==> config.mk <==
export PLATFORM = sky130hd
export DESIGN_NAME = el2_ifu_iccm_ecc_corr
export DESIGN_NICKNAME = d
export VERILOG_FILES = /design/src/rtl/el2_ifu_iccm_ecc_corr_pkg.sv /design/src/rtl/el2_ifu_iccm_ecc_corr_secded_dec.sv /design/src/rtl/el2_ifu_iccm_ecc_corr.sv
export SDC_FILE = /design/constraint.sdc
export NUM_CORES = 1
export LEC_CHECK = 0
export BUFFER_PORTS_ARGS = -buffer_cell sky130_fd_sc_hd__buf_4
export CAP_MARGIN = 20
export CORE_ASPECT_RATIO = 0.5
export CORE_MARGIN = 5
export CORE_UTILIZATION = 35
export CTS_CLUSTER_DIAMETER = 40
export DETAILED_ROUTE_END_ITERATION = 16
export PLACE_DENSITY = 0.69
export SYNTH_ARGS = -nofsm -noshare
export SYNTH_HDL_FRONTEND = slang
export SYNTH_HIERARCHICAL = 1
export SYNTH_SLANG_ARGS = --single-unit
export TNS_END_PERCENT = 1
==> constraint.sdc <==
create_clock -name clk -period 3.8 [get_ports clk]
set_input_delay 0.19 -clock clk [delete_from_list [all_inputs] [get_ports clk]]
set_output_delay 0.19 -clock clk [all_outputs]
set_load 0.05 [all_outputs]
==> src/rtl/el2_ifu_iccm_ecc_corr_pkg.sv <==
// Shared types and codeword layout for the ICCM ECC check/correct block.
// Data bits occupy the non-power-of-two Hamming positions 1..38; bit 38 is overall parity.
package el2_ifu_iccm_ecc_corr_pkg;

   typedef enum logic [1:0] {
      IDLE   = 2'd0,
      REQ_LO = 2'd1,
      REQ_HI = 2'd2
   } iccm_corr_state_t;

   localparam logic [2:0] ICCM_CORR_WR_SIZE = 3'b010;
   localparam int         ICCM_ECC_WIDTH    = 7;
   localparam int         ICCM_CW_W         = 32 + ICCM_ECC_WIDTH;

   // Codeword bit index carrying data bit j.
   function automatic int data_bit_idx(input int j);
      int k;
      int idx;
      k   = 0;
      idx = 0;
      for (int p = 1; p <= ICCM_CW_W - 1; p++) begin
         if ((p & (p - 1)) != 0) begin
            if (k == j) idx = p - 1;
            k++;
         end
      end
      return idx;
   endfunction

endpackage

==> src/rtl/el2_ifu_iccm_ecc_corr_secded_dec.sv <==
// SECDED decoder for one 39-bit ICCM codeword: syndrome, correction and data extraction.
module el2_ifu_iccm_secded_dec
   import el2_ifu_iccm_ecc_corr_pkg::*;
(
   input  logic [ICCM_CW_W-1:0] cw_i,
   output logic [ICCM_CW_W-1:0] cw_corr_o,
   output logic [31:0]          data_o,
   output logic                 sb_o,
   output logic                 db_o
);

   localparam int HAM_N = ICCM_CW_W - 1;

   logic [5:0] syn;
   logic       par;

   always_comb begin
      syn = '0;
      for (int i = 0; i < HAM_N; i++) begin
         if (cw_i[i]) syn = syn ^ 6'(i + 1);
      end
   end

   assign par = ^cw_i;

   // A syndrome beyond the last position cannot come from one flip, so it is uncorrectable.
   always_comb begin
      cw_corr_o = cw_i;
      for (int i = 0; i < HAM_N; i++) begin
         if (par && (syn == 6'(i + 1))) cw_corr_o[i] = ~cw_i[i];
      end
      if (par && (syn == '0)) cw_corr_o[HAM_N] = ~cw_i[HAM_N];
   end

   assign sb_o = par & (syn <= 6'(HAM_N));
   assign db_o = (par & (syn > 6'(HAM_N))) | (~par & (syn != '0));

   for (genvar j = 0; j < 32; j++) begin : g_ext
      assign data_o[j] = cw_corr_o[data_bit_idx(j)];
   end

endmodule

==> src/rtl/el2_ifu_iccm_ecc_corr.sv <==
// ICCM read-path SECDED check/correct with single-bit write-back scheduling.
// Optional ICCM_ECC_ERR_CNT_EN adds saturating SB/DB error counters with cnt_clr.
module el2_ifu_iccm_ecc_corr
   import el2_ifu_iccm_ecc_corr_pkg::*;
#(
   parameter int ICCM_BITS = 16
`ifdef ICCM_ECC_ERR_CNT_EN
   ,
   parameter int ERR_CNT_W = 16
`endif
) (
   input  logic                 clk,
   input  logic                 rst_l,
   input  logic                 rd_vld,
   input  logic [ICCM_BITS-1:1] rd_addr_q,
   input  logic [77:0]          iccm_rd_data_ecc,
   input  logic                 corr_gnt,
   output logic [63:0]          rd_data_corr,
   output logic [1:0]           sb_err,
   output logic [1:0]           db_err,
   output logic                 corr_req,
   output logic [ICCM_BITS-1:1] corr_wr_addr,
   output logic [77:0]          corr_wr_data,
   output logic [2:0]           corr_wr_size,
   output logic                 iccm_buf_correct_ecc,
   output logic                 iccm_correction_state
`ifdef ICCM_ECC_ERR_CNT_EN
   ,
   input  logic                 cnt_clr,
   output logic [ERR_CNT_W-1:0] sb_cnt,
   output logic [ERR_CNT_W-1:0] db_cnt
`endif
);

   localparam logic [ICCM_BITS-1:2] WA_ONE = 1;

   logic [ICCM_CW_W-1:0] cw_lo, cw_hi;
   logic [31:0]          d_lo, d_hi;
   logic                 sb_lo, sb_hi, db_lo, db_hi;
   logic [1:0]           mask;
   logic [ICCM_BITS-1:2] wa_lo, wa_hi;
   logic                 unused_addr_bit;

   iccm_corr_state_t     state_q;
   logic                 hi_pend_q;
   logic [ICCM_CW_W-1:0] hi_cw_q, wr_cw_q;
   logic [ICCM_BITS-1:2] hi_wa_q, wr_wa_q;
   logic                 corr_req_q;

   el2_ifu_iccm_secded_dec u_dec_lo (
      .cw_i(iccm_rd_data_ecc[ICCM_CW_W-1:0]), .cw_corr_o(cw_lo), .data_o(d_lo), .sb_o(sb_lo), .db_o(db_lo)
   );
   el2_ifu_iccm_secded_dec u_dec_hi (
      .cw_i(iccm_rd_data_ecc[77:ICCM_CW_W]), .cw_corr_o(cw_hi), .data_o(d_hi), .sb_o(sb_hi), .db_o(db_hi)
   );

   assign sb_err       = {sb_hi, sb_lo} & {2{rd_vld}};
   assign db_err       = {db_hi, db_lo} & {2{rd_vld}};
   assign rd_data_corr = rd_vld ? {d_hi, d_lo} : '0;
   assign mask         = sb_err & ~db_err;

   // Word addresses wrap naturally at the top of the ICCM.
   assign wa_lo           = rd_addr_q[ICCM_BITS-1:2];
   assign wa_hi           = wa_lo + WA_ONE;
   assign unused_addr_bit = rd_addr_q[1];

   always_ff @(posedge clk or negedge rst_l) begin
      if (!rst_l) begin
         state_q    <= IDLE;
         hi_pend_q  <= 1'b0;
         hi_cw_q    <= '0;
         hi_wa_q    <= '0;
         wr_cw_q    <= '0;
         wr_wa_q    <= '0;
         corr_req_q <= 1'b0;
      end else begin
         case (state_q)
            IDLE: begin
               if (|mask) begin
                  hi_pend_q  <= mask[1];
                  hi_cw_q    <= cw_hi;
                  hi_wa_q    <= wa_hi;
                  corr_req_q <= 1'b1;
                  if (mask[0]) begin
                     state_q <= REQ_LO;
                     wr_cw_q <= cw_lo;
                     wr_wa_q <= wa_lo;
                  end else begin
                     state_q <= REQ_HI;
                     wr_cw_q <= cw_hi;
                     wr_wa_q <= wa_hi;
                  end
               end
            end
            REQ_LO: begin
               if (corr_gnt) begin
                  hi_pend_q <= 1'b0;
                  if (hi_pend_q) begin
                     state_q <= REQ_HI;
                     wr_cw_q <= hi_cw_q;
                     wr_wa_q <= hi_wa_q;
                  end else begin
                     state_q    <= IDLE;
                     corr_req_q <= 1'b0;
                  end
               end
            end
            REQ_HI: begin
               if (corr_gnt) begin
                  state_q    <= IDLE;
                  corr_req_q <= 1'b0;
               end
            end
            default: begin
               state_q    <= IDLE;
               corr_req_q <= 1'b0;
            end
         endcase
      end
   end

   assign corr_req              = corr_req_q;
   assign corr_wr_addr          = {wr_wa_q, 1'b0};
   assign corr_wr_data          = {wr_cw_q, wr_cw_q};
   assign corr_wr_size          = ICCM_CORR_WR_SIZE;
   assign iccm_buf_correct_ecc  = corr_req_q & corr_gnt;
   assign iccm_correction_state = (state_q != IDLE);

`ifdef ICCM_ECC_ERR_CNT_EN
   logic [ERR_CNT_W-1:0] sb_cnt_q, db_cnt_q;

   function automatic logic [ERR_CNT_W-1:0] sat_add(input logic [ERR_CNT_W-1:0] c, input logic [1:0] e);
      logic [ERR_CNT_W:0] s;
      s = {1'b0, c} + (ERR_CNT_W+1)'(e[0]) + (ERR_CNT_W+1)'(e[1]);
      return s[ERR_CNT_W] ? '1 : s[ERR_CNT_W-1:0];
   endfunction

   always_ff @(posedge clk or negedge rst_l) begin
      if (!rst_l) begin
         sb_cnt_q <= '0;
         db_cnt_q <= '0;
      end else if (cnt_clr) begin
         sb_cnt_q <= '0;
         db_cnt_q <= '0;
      end else begin
         sb_cnt_q <= sat_add(sb_cnt_q, sb_err);
         db_cnt_q <= sat_add(db_cnt_q, db_err);
      end
   end

   assign sb_cnt = sb_cnt_q;
   assign db_cnt = db_cnt_q;
`endif

endmodule
==> results.yml <==
floorplan:
  core_um2: 28000
  initial_core_util: 0.360
  rows: 43
  die-width_um: 250
  die-area_um2: 32500
  ios: 264
  die_h_um: 130
sta:
  setup_violations: 0
  postLayoutSetupSlackWorst_ps: 192
  rsz0062_at_grt: "false"
  layout_min_cycle_time_ps: 3610
  tightest_slew_ps: 795
  hold_violations: 0
  clock_skew_ps: 10.8
  relSlewSlack: 0.470
  max_freq_ghz: 0.277
  finalCritPeriodShare: 0.949
  maxSlewViolCount: 0
cts:
  h-tree-depth: 3
  clkLatencyLatePin_ps: 370
  cts_sinks: 110
  clock_path_buffers: 2
  cts_buffers: 9
  tritoncts: "done"
  path_clk_slew_ps: 80
  cts-root-buf: "clkbuf_16"
  cts_setup_buffers: 0
critical_path:
  cp.depth: 12
  r2r-start: "state_q[0]"
  crit_chain: "buf_4 > xnor3_1 > xnor2_1 > xnor3_1 > xnor3_4 > buf_4 > mux2i_4 > buf_4 > nor3_2 > xor2_1 > and2_1 > buf_4"
  critPathSlowestCell: "xnor3_4"
  critPathArrivalTime_ps: 3420
  slowest_delay_ps: 500
  critical_path_required_ps: 3610
  start_kind: "primary input"
  cp_top_family: "XOR/XNOR gates"
  r2r_cells: 6
  critPathLaunch: "iccm_rd_data_ecc[43]"
  worst-path-max-fanout: 7
  end_kind: "output pin"
  cpMostUsedCell: "buf_4"
  worstSetupPathType: "in -> out"
  crit_buf_inv: 4
min_path:
  min-delay-start: "rd_addr_q[2]"
  min_path_cells: 2
  min_path_type: "in -> reg"
placed_design:
  hpwl_mm: 26.8
  gp_congestion: 0.928
  io_buffer_count: 258
  pre_cts_ws_ps: -86.3
  place_area_um2: 12000
global_routing:
  grt_overflow: 0
  grt_util_all_layers: 0.194
  grt_max_degree: 79
  antenna_found_initial: 0
  grt_pass1_vias: 8524
  grt_pass1_wl_mm: 49.8
route:
  route.detailed.drc: 0
  ant_nets: 0
  routedWlPerCell_um: 19.4
  firstDrtPassIters: 5
  finalWirelength_mm: 32.9
  avgViaCountPerCell: 4.98
  drt_iter0_drc: 596
  num_vias: 8446
yosys:
  async_flop_share: 1.00
  synth.avg_cell_area_um2: 8.93
  syn-cell-area_um2: 10100
  yosysTopAreaCellShare: 0.273
  ys_seq_area_frac: 0.273
  synth_cell_types: 61
  synthFlopType: "dfrtp_1"
  synthCells: 1130
  synth_edf_count: 0
  synth.largest_area_cell: "dfrtp_1"
  ys_warn_count: 6
  netlist_top_cells_area: "dfrtp_1 27%, xnor2_1 10%, buf_4 8.0%"
  ys_ff_latch: 110
final_layout:
  ff_latch_area_um2: 2750
  multi_input_area_um2: 6270
  syn_to_final_growth_pct: 22.3
  post-route-cell-area_um2: 12300
  fill_cells: 2729
  finish.utilization: 0.440
  final_nets: 1405
  drive_gt1_frac: 0.325
run_status:
  status: "finished, final reports clean"
run:
  drv_cap: 0
power:
  cellPowerDensity_nw_per_um2: 1090
  p_leak_uw: 0.00580
  irDropWorstVdd_v: 0.000712
==> cells in the mapped netlist, types with 6 or more instances <==
master and number:
a21oi_1 88, and2_1 70, buf_1 7, buf_4 107, buf_6 7, clkbuf_1 41
dfrtp_1 110, mux2_4 38, nand2_1 174, nand2b_1 7, nand3_1 14, nand4_1 14
nand4b_1 10, nor2_1 33, nor3_1 31, nor3_2 13, nor4_1 6, o21ai_0 62
xnor2_1 120, xnor3_1 26, xor2_1 75
==> registers in the layout, indices dropped and copies added (netlist names) <==
signal and count:
wr_cw_q 39, hi_cw_q 39, corr_req 1, hi_pend_q 1, wr_wa_q 14, state_q 2
hi_wa_q 14
==> power breakdown <==
group | internal [uW] | leakage (uW) | switching (uW)
Combinational | 3880 | 0.00431 | 6350
Clock | 457 | 0.000142 | 471
Sequential | 1830 | 0.00134 | 431
Total | 6160 | 0.00580 | 7250
==> worst paths after layout <==
path,to,slack [ps]
max reg2reg,hi_wa_q[15],1900
max in group asynchronous,hi_cw_q[16],2450
min reg2reg,wr_wa_q[7],490
max,rd_data_corr[59],190
min in group asynchronous,hi_wa_q[11],440
min,hi_wa_q[2],70
==> layout by cell type (no fill, tap or decap), types with 6 or more instances in the layout <==
cell type  netlist  final
and2_1          70     70
nand2b_1         7      7
nand4_1         14     14
xnor3_1         26     26
clkbuf_16        0      9
nand4b_1        10     10
dfrtp_1        110    110
xnor2_1        120    119
o21ai_0         62     62
nor3_2          13     13
mux2_4          38     38
nor2_1          33     33
nor3_1          31     31
xor2_1          75     75
buf_4          107    326
nor4_1           6      6
nand3_1         14     14
nand2_1        174    174
a21oi_1         88     88
==> routing by layer <==
metal	share of wire	global-route usage	wire length, um
met1	0.42	0.244	13800
met2	0.51	0.348	16700
met3	0.044	0.0295	1440
met4	0.029	0.0622	964
met5	0	0	0
==> final cells by class <==
| cell class | instances | share of cell area |
|---|---|---|
| diodes | 1 | 0.000203 |
| repair buffers | 331 | 0.206 |
| inverters | 4 | 0.00122 |
| clock buffers | 10 | 0.0186 |
| flip-flops and latches | 110 | 0.223 |
| clock inverters | 6 | 0.00446 |
| multi-input cells | 851 | 0.508 |
| well taps | 382 | 0.0387 |
==> metrics by stage <==
stage                     hold slack (ps)  power [uW]  std cells  setup TNS (ps)
final                                66.8       13400       1695               0
after global routing                 72.5       14200       1694               0
after CTS                            58.3       13400       1694               0
after detailed placement              327       12500       1677           -2920
after global placement                320       12200       1677            -770
after floorplan                      -106        9850       1132               0
==> cells by family (layout without fill, tap and decap cells) <==
kind of cell,Yosys count,count (layout),synth area share
AOI/OAI and AO/OA,169,169,0.0892
xor gates and xnor gates,232,232,0.254
adders and majority gates,1,1,0.00124
buffers and inverters,171,351,0.109
DFF,110,110,0.273
muxes,44,44,0.0644
other,2,5,0.000744
and+or+nand+nor,401,401,0.209
==> timing repair <==
action                                  CTS  global route
hold buffers                              1             0
gates resized for setup                   0             2
hold endpoints to repair                 61             0
endpoints found under the setup margin    0             5
Power figures use the tool's default switching activity.
